===== config.mk =====
export PLATFORM = sky130hd
export DESIGN_NAME = alu_seq
export DESIGN_NICKNAME = d
export VERILOG_FILES = /design/src/rtl/alu_pkg.sv /design/src/rtl/alu_iter_unit.sv /design/src/rtl/alu_seq.sv
export SDC_FILE = /design/constraint.sdc
export NUM_CORES = 1
export LEC_CHECK = 0
export CAP_MARGIN = 20
export CORE_MARGIN = 1.5
export CORE_UTILIZATION = 52
export CTS_CLUSTER_DIAMETER = 60
export DETAILED_ROUTE_END_ITERATION = 16
export GPL_TIMING_DRIVEN = 0
export HOLD_SLACK_MARGIN = 0.12
export PLACE_DENSITY = 0.9
export REMOVE_ABC_BUFFERS = 1
export SLEW_MARGIN = 20
export SYNTH_ARGS = -nofsm -noshare
export SYNTH_HDL_FRONTEND = slang
export SYNTH_SLANG_ARGS = --single-unit

===== constraint.sdc =====
create_clock -name clk -period 2.7 [get_ports clk]
set_input_delay 0.675 -clock clk [delete_from_list [all_inputs] [get_ports clk]]
set_output_delay 0.675 -clock clk [all_outputs]
set_load 0.05 [all_outputs]

===== src/rtl/alu_pkg.sv =====
// alu_pkg: opcodes, flag bit positions and FSM states shared by the sequential ALU
package alu_pkg;
  typedef enum logic [3:0] {
    OP_ADD = 4'd0,
    OP_SUB = 4'd1,
    OP_AND = 4'd2,
    OP_OR  = 4'd3,
    OP_XOR = 4'd4,
    OP_NOT = 4'd5,
    OP_SHL = 4'd6,
    OP_SHR = 4'd7,
    OP_SRA = 4'd8,
    OP_MUL = 4'd9
  } op_e;
  localparam int FLG_Z = 3;
  localparam int FLG_N = 2;
  localparam int FLG_C = 1;
  localparam int FLG_V = 0;
  typedef enum logic [1:0] {IDLE, BUSY, DONE} state_e;
endpackage


===== src/rtl/alu_iter_unit.sv =====
// alu_iter_unit: one-bit-per-cycle shifter and shift-add multiplier (multiplier only with ALU_MUL_EN)
module alu_iter_unit
  import alu_pkg::*;
#(
  parameter int WIDTH   = 16,
  parameter int SHAMT_W = 4
) (
  input  logic               clk,
  input  logic               rst_n,
  input  logic               start,
  input  logic [3:0]         op,
  input  logic [WIDTH-1:0]   a,
`ifdef ALU_MUL_EN
  input  logic [WIDTH-1:0]   b,
`endif
  input  logic [SHAMT_W:0]   count,
  output logic               done,
  output logic [WIDTH-1:0]   res,
  output logic               carry
);
  localparam logic [SHAMT_W:0] ONE = (SHAMT_W+1)'(1);
  logic active, sh_c;
  logic [3:0] op_r, op_c;
  logic [SHAMT_W:0] cnt, rem;
  logic [WIDTH-1:0] acc, src, sh_res;
  // the start cycle already performs the first step, so n steps finish n-1 cycles later
  assign op_c   = start ? op : op_r;
  assign src    = start ? a : acc;
  assign rem    = start ? count : cnt;
  assign done   = (start || active) && rem == ONE;
  assign sh_res = op_c == OP_SHL ? {src[WIDTH-2:0], 1'b0}
                                 : {op_c == OP_SRA && src[WIDTH-1], src[WIDTH-1:1]};
  assign sh_c   = op_c == OP_SHL ? src[WIDTH-1] : src[0];
  always_ff @(posedge clk or negedge rst_n) begin
    if (!rst_n) begin
      active <= 1'b0;
      op_r   <= '0;
      cnt    <= '0;
      acc    <= '0;
    end else if (start || active) begin
      active <= !done;
      op_r   <= op_c;
      cnt    <= rem - ONE;
      acc    <= sh_res;
    end
  end
`ifdef ALU_MUL_EN
  logic [WIDTH-1:0] p, m, q, sp, sm, sq, p_n;
  assign sp    = start ? '0 : p;
  assign sm    = start ? a : m;
  assign sq    = start ? b : q;
  assign p_n   = sp + (sq[0] ? sm : '0);
  assign res   = op_c == OP_MUL ? p_n : sh_res;
  assign carry = op_c != OP_MUL && sh_c;
  always_ff @(posedge clk or negedge rst_n) begin
    if (!rst_n) begin
      p <= '0;
      m <= '0;
      q <= '0;
    end else if (start || active) begin
      p <= p_n;
      m <= sm << 1;
      q <= sq >> 1;
    end
  end
`else
  assign res   = sh_res;
  assign carry = sh_c;
`endif
endmodule


===== src/rtl/alu_seq.sv =====
// alu_seq: multi-cycle ALU with valid/ready handshakes and ZNCV flags; ALU_MUL_EN enables op 9 multiply
module alu_seq
  import alu_pkg::*;
#(
  parameter int WIDTH   = 16,
  parameter int SHAMT_W = 4
) (
  input  logic             clk,
  input  logic             rst_n,
  input  logic             in_valid,
  output logic             in_ready,
  input  logic [3:0]       in_op,
  input  logic [WIDTH-1:0] in_a,
  input  logic [WIDTH-1:0] in_b,
  output logic             out_valid,
  input  logic             out_ready,
  output logic [WIDTH-1:0] out_res,
  output logic [3:0]       out_flags,
  output logic             out_err,
  output logic             busy
);
  state_e state;
  logic accept, is_shift, is_mul, illegal, start, load, sub;
  logic u_done, u_carry, c_c, c_v, c_nxt, v_nxt, e_nxt;
  logic [SHAMT_W-1:0] shamt;
  logic [WIDTH-1:0] b_eff, c_res, r_nxt, u_res;
  logic [WIDTH:0] sum;
  logic [3:0] f_nxt;
  assign in_ready  = state == IDLE;
  assign busy      = state == BUSY;
  assign out_valid = state == DONE;
  assign accept    = in_valid && in_ready;
  assign shamt     = in_b[SHAMT_W-1:0];
  assign is_shift  = in_op == OP_SHL || in_op == OP_SHR || in_op == OP_SRA;
`ifdef ALU_MUL_EN
  assign illegal = in_op > OP_MUL;
  assign is_mul  = in_op == OP_MUL;
`else
  assign illegal = in_op >= OP_MUL;
  assign is_mul  = 1'b0;
`endif
  // a zero shift completes like a single-cycle op and never starts the iteration unit
  assign start = accept && (is_mul || (is_shift && shamt != '0));
  assign load  = (accept && (!start || u_done)) || (state == BUSY && u_done);
  assign sub   = in_op == OP_SUB;
  assign b_eff = sub ? ~in_b : in_b;
  assign sum   = {1'b0, in_a} + {1'b0, b_eff} + {{WIDTH{1'b0}}, sub};
  alu_iter_unit #(.WIDTH(WIDTH), .SHAMT_W(SHAMT_W)) u_iter (
    .clk   (clk),
    .rst_n (rst_n),
    .start (start),
    .op    (in_op),
    .a     (in_a),
`ifdef ALU_MUL_EN
    .b     (in_b),
`endif
    .count (is_mul ? (SHAMT_W+1)'(WIDTH) : {1'b0, shamt}),
    .done  (u_done),
    .res   (u_res),
    .carry (u_carry)
  );
  always_comb begin
    c_res = '0;
    c_c   = 1'b0;
    c_v   = 1'b0;
    case (in_op)
      OP_ADD, OP_SUB: begin
        c_res = sum[WIDTH-1:0];
        c_c   = sum[WIDTH];
        c_v   = in_a[WIDTH-1] == b_eff[WIDTH-1] && sum[WIDTH-1] != in_a[WIDTH-1];
      end
      OP_AND: c_res = in_a & in_b;
      OP_OR:  c_res = in_a | in_b;
      OP_XOR: c_res = in_a ^ in_b;
      OP_NOT: c_res = ~in_a;
      OP_SHL, OP_SHR, OP_SRA: begin
        c_res = shamt == '0 ? in_a : u_res;
        c_c   = shamt != '0 && u_carry;
      end
      default: ;
    endcase
  end
  always_comb begin
    r_nxt        = state == BUSY ? u_res : c_res;
    c_nxt        = state == BUSY ? u_carry : c_c;
    v_nxt        = state == BUSY ? 1'b0 : c_v;
    e_nxt        = state == BUSY ? 1'b0 : illegal;
    f_nxt        = '0;
    f_nxt[FLG_Z] = !e_nxt && r_nxt == '0;
    f_nxt[FLG_N] = r_nxt[WIDTH-1];
    f_nxt[FLG_C] = c_nxt;
    f_nxt[FLG_V] = v_nxt;
  end
  always_ff @(posedge clk or negedge rst_n) begin
    if (!rst_n) begin
      state     <= IDLE;
      out_res   <= '0;
      out_flags <= '0;
      out_err   <= 1'b0;
    end else begin
      state <= state == IDLE ? (accept ? (load ? DONE : BUSY) : IDLE)
             : state == BUSY ? (u_done ? DONE : BUSY)
             : (out_ready ? IDLE : DONE);
      if (load) begin
        out_res   <= r_nxt;
        out_flags <= f_nxt;
        out_err   <= e_nxt;
      end
    end
  end
endmodule


# After elaboration in Yosys (flattened, before gate mapping)
# Cells that the tools add are included.
[word_totals]
inputBits = 40
word_cells = 77
out_inout_bits = 24
regBits = 49
[op_classes]
muxes = 20
addsub = 3
bitwise = 5
reduce_logical = 25
n_eq_ne = 15
magnitude_cmp = 1
[op_table]
columns = ["op", "n"]
rows = [
  ["$pmux W16 S6", 1],
  ["$mux W16", 5],
  ["$not A16 Y16", 2],
  ["$eq A4 B3 Y1 const B", 5],
  ["$add A16 B16 Y17", 1],
  ["$add A17 B1 Y17", 1],
  ["$and A16 B16 Y16", 1],
  ["$logic_not A16 Y1", 1],
  ["$or A16 B16 Y16", 1],
  ["$xor A16 B16 Y16", 1],
  ["$mux W2", 6],
  ["$logic_and A1 B1 Y1", 10],
  ["$eq A4 B2 Y1 const B", 2],
  ["$eq A4 B4 Y1 const B", 2],
  ["$logic_not A4 Y1", 2],
  ["$eq A5 B1 Y1 const B", 1],
  ["$logic_or A1 B1 Y1", 5],
  ["$mux W1", 5],
  ["$mux W5", 1],
  ["$sub A5 B1 Y5 const B", 1],
  ["$eq A4 B1 Y1 const B", 1],
  ["$ge A4 B4 Y1 const B", 1],
  ["$mux W4", 1],
  ["$reduce_bool A4 Y1", 1],
  ["9 further kinds", 11],
]

# Longest topological paths before layout
[depth]
depth_word = 14
ltp_mapped = 15
depth_no_buf = 11

# Cells and area by module
# From an unflattened synthesis, not the netlist that was laid out.
[hier_totals]
cells_unflattened = 659
hier_area_um2 = 5363.9
[by_module_without_submodules]
columns = ["mod", "instances", "area_each_um2", "cells_per_inst", "seq_area_each_um2"]
rows = [
  ["alu_seq", 1, 3582.2, 490, 550.5],
  ["alu_iter_unit", 1, 1781.7, 169, 650.6],
]

# Worst setup path after synthesis
# No wires, ideal clock.
[synth_path]
path_kind = "input to register"
start = "input port in_op[3]"
end = "register out_flags[3]"
path_buffers = 3
setup_time_ns = 0.092
t_required_ns = 2.608
setup_slack_ns = -1.372
t_arrival_ns = 3.980
cell_stages = 14
cell_sequence = "buf_2 or4b_1 buf_4 buf_1 xnor2_1 ha_1 a21o_1 a221o_1 a221o_1 xnor2_1 o211ai_1 nor4_2 nand3_1 o31ai_2"
[synth_between]
elab_chain_len = 14
word_cells_on_any_way = 41
classes_between = "add/sub (2); order compare (1); eq/ne (11); mux (9); reduce/logical (18)"
[synth_lines]
columns = ["element", "line", "rtl"]
rows = [
  ["start, declared", "alu_seq.sv:12", "input logic [3:0] in_op,"],
  ["parallel branches: the longest is 14 deep, another holds $add A16 B16 Y17", "n/a", ""],
  ["end signal, assigned", "alu_seq.sv:106", "out_flags <= f_nxt;"],
  ["end, declared", "alu_seq.sv:18", "output logic [3:0] out_flags,"],
]
# Parallel ways; which one is timed is not known.
# A chain may end at the register's enable or synchronous reset.

# Final worst setup path
[layout_path]
start = "input port in_op[0]"
end = "register out_flags[3]"
# The elaborated chain is that of the path after synthesis.

==> results.sh <==
export IMPL_outcome="complete, but fails checks"
export IMPL_violations="negative setup slack"
export IMPL_worst_slack_ps=-905
export IMPL_final_max_slew_viol_count=0
export IMPL_critical_path_class="primary input to register"
export IMPL_path_clk_slew_ps=100
export IMPL_dp_cells=826
export IMPL_slew_headroom_pct=38.1
export IMPL_drtIter0Drc=583
export IMPL_ant_nets=0
export IMPL_firstDrtPassIters=6
export IMPL_yosysWarnings=0
export IMPL_pre_cts_ws_ps=-2860
export IMPL_synthDominantCellAreaShare_pct=22.9
export IMPL_synth_seq_area_share_pct=22.9
export IMPL_cp_arrival_ps=3830
export IMPL_fin_skew_ps=9.04
export IMPL_min_period_over_period_pct=134
export IMPL_synth_commonest_cells="nand2_1, nor2_1, ha_1"
export IMPL_syn_avg_cell_area_um2=7.96
export IMPL_cts_buffer_depth=2
export IMPL_slowest_delay_ps=580
export IMPL_gp_congestion=0.919
export IMPL_die_height_um=103
export IMPL_synth_top_cell_by_area="dfrtp_1"
export IMPL_drive_gt1_share_pct=22.1
export IMPL_post_dp_hpwl_mm=12.1
export IMPL_antenna_found_initial=0
export IMPL_cp_start_kind="primary input"
export IMPL_drc=0
export IMPL_grt_max_degree=27
export IMPL_drv_cap=0
export IMPL_fin_cells=881
export IMPL_ys_flop_type="dfrtp_1"
export IMPL_synthCells=660
export IMPL_cts_buffers=5
export IMPL_path_cells="buf_16, or4b_4, buf_16, xnor2_1, ha_1, inv_1, o221a_4, xnor2_2, a221oi_4, o211ai_1, nor4_2, nand3_1, o31ai_2"
export IMPL_ios=64
export IMPL_synthTopCellsByArea="dfrtp_1, ha_1, mux2i_1"
export IMPL_die_w_um=103
export IMPL_ys_ff_latch=48
export IMPL_io_buffers=63
export IMPL_fmax_mhz=277
export IMPL_grt_total_usage_pct=34.7
export IMPL_synth_top_family_by_area="simple AND/OR/NAND/NOR gates"
export IMPL_end_kind="register"
export IMPL_nFillCells=712
export IMPL_synthDistinctLibCells=79
export IMPL_vias=5703
export IMPL_initial_core_util_pct=53.7
export IMPL_hold_violations=0
export IMPL_rsz0062_at_grt="yes"
export IMPL_synth_mux_area_share_pct=10.1
export IMPL_synth_edf_count=0
export IMPL_p_leak_nw=3.15
export IMPL_syn_to_final_growth_pct=35.6
export IMPL_avgViaCountPerCell=6.47
export IMPL_synthSimpleGateAreaFrac_pct=23.1
export IMPL_wl_per_cell_um=21.2
export IMPL_grt_overflow=0
export IMPL_synth_adder_area_share_pct=12.1
export IMPL_wirelength_mm=18.7
export IMPL_clock_sinks=48
export IMPL_grt_pass1_wl_mm=28.4
export IMPL_syn_cell_area_mm2=0.00525
export IMPL_tightest_slew_ps=925
export IMPL_coreArea_mm2=0.00977
export IMPL_clkLatencyLatePin_ps=310
export IMPL_period_needed_ps=3600
export IMPL_synth_xor_xnor_area_share_pct=4.34
export IMPL_ir_worst_vdd_uv=509
export IMPL_crit_path_max_fanout=20
export IMPL_cp_required_ps=2920
export IMPL_rows=36
export IMPL_cts_tree="yes"
export IMPL_num_nets_final=837
export IMPL_first_global_vias=5665
export IMPL_synth_compound_area_share_pct=21.1
export IMPL_synth_most_common_cell="nand2_1"
export IMPL_powerDensity_mw_per_mm2=705
export IMPL_clockRootBuffer="clkbuf_8"
export IMPL_cpMaxStageDelayCell="or4b_4"
export IMPL_cts_hold_buf=0
export IMPL_async_reset_ff_share_pct=100
export IMPL_die_area_mm2=0.0107
export IMPL_cp_common_cell="buf_16"
export IMPL_hp_class="primary input to async pin"
export IMPL_diodes=0
export IMPL_htreeDepth=2
export IMPL_setup_viol=20
## layer usage
| layer | GRT usage (%) | vias to the layer above | routed length [µm] | part of all wire [%] |
|---|---|---|---|---|
| met4 | 19.6 | 0 | 1020 | 5.5 |
| li1 | - | 2537 | - | - |
| met1 | 41.4 | 2727 | 6960 | 37 |
| met5 | 0 | - | 0 | 0 |
| met2 | 59.2 | 354 | 9170 | 49 |
| met3 | 5.91 | 85 | 1530 | 8.2 |
## report_power, final
group          internal [W]  switching, W
Sequential          0.00103      0.000259
Clock              0.000279      0.000266
Combinational       0.00126       0.00192
Total               0.00257       0.00245
## layout by cell type (no fill, tap or decap), types with 7 or more instances in the layout
cell / instances
a21oi_2: 7
dfrtp_1: 48
ha_1: 39
nand2b_1: 14
o211ai_1: 9
a21oi_1: 32
nand3_1: 9
buf_4: 39
mux2i_1: 44
xnor2_1: 14
nor2b_1: 9
nand2_1: 86
inv_1: 37
a31oi_1: 7
nor2_1: 68
o21ai_0: 24
clkdlybuf4s50_1: 53
## cell type report
type	instances	area (µm²)	share of cell area [%]
well taps	133	166	2.34
multi-input cells	538	4260	59.8
clock buffers	5	68.8	0.967
flip-flops and latches	48	1200	16.9
inverters	39	148	2.07
repair buffers	115	1230	17.3
clock inverters	3	46.3	0.650
## path summary, 6_finish.rpt
path | end | slack (ps) | cells after the start | from
setup / recovery | out_flags[3] | -900 | 13 | in_op[0]
hold / removal | u_iter.cnt[2] | 380 | 1 | rst_n
max in group asynchronous | u_iter.acc[13] | 1760 | 2 | rst_n
hold reg to reg | out_err | 500 | 2 | out_err
min in group clk | out_err | 500 | 2 | out_err
setup reg to reg | out_flags[3] | -310 | 9 | state[1]
## timing repair
item | in CTS | in global routing
endpoints found under the setup margin | 49 | 29
pin swaps | 46 | 20
gates cloned | 5 | 0
gates resized for setup | 115 | 40
buffers inserted | 34 | 8
## worst max-delay path, delay by kind of cell
kind | cells | cell delay (ps)
compound gates | 4 | 1060
simple gates | 3 | 1020
buf+inv | 3 | 460
fa+ha+maj | 1 | 330
xor+xnor | 2 | 270
## state kept, by name, summed over array words and instances, names as in the netlist
register	cells
u_iter.acc	16
u_iter.active	1
out_flags	4
out_res	15
out_err	1
state	2
u_iter.cnt	5
u_iter.op_r	4
## cell families (layout without fill, tap and decap cells)
kind of cell,Yosys count,after routing
adder cells (fa/ha/maj),50,50
multiplexers,52,52
AND/OR/NAND/NOR,245,245
buffers and inverters,75,162
flip-flops,48,48
XOR/XNOR,26,26
AO/OA/AOI/OAI,164,165
## through the flow
stage | hold WS (ps) | setup TNS [ps] | instance area [µm²] | total power [W] | utilization [%]
2_1_floorplan | 379 | -25280 | 5060 | 0.00307 | -
3_3_place_gp | 468 | -140660 | 5860 | 0.00384 | 59.9
3_5_place_dp | 483 | -83880 | 5970 | 0.00399 | 61.1
4_1_cts | 403 | -8770 | 6850 | 0.00484 | 70.1
5_1_grt | 428 | -10660 | 7120 | 0.00529 | 72.8
6_report | 381 | -8870 | 7120 | 0.00502 | 72.8
(Power assumes the default switching activity.)
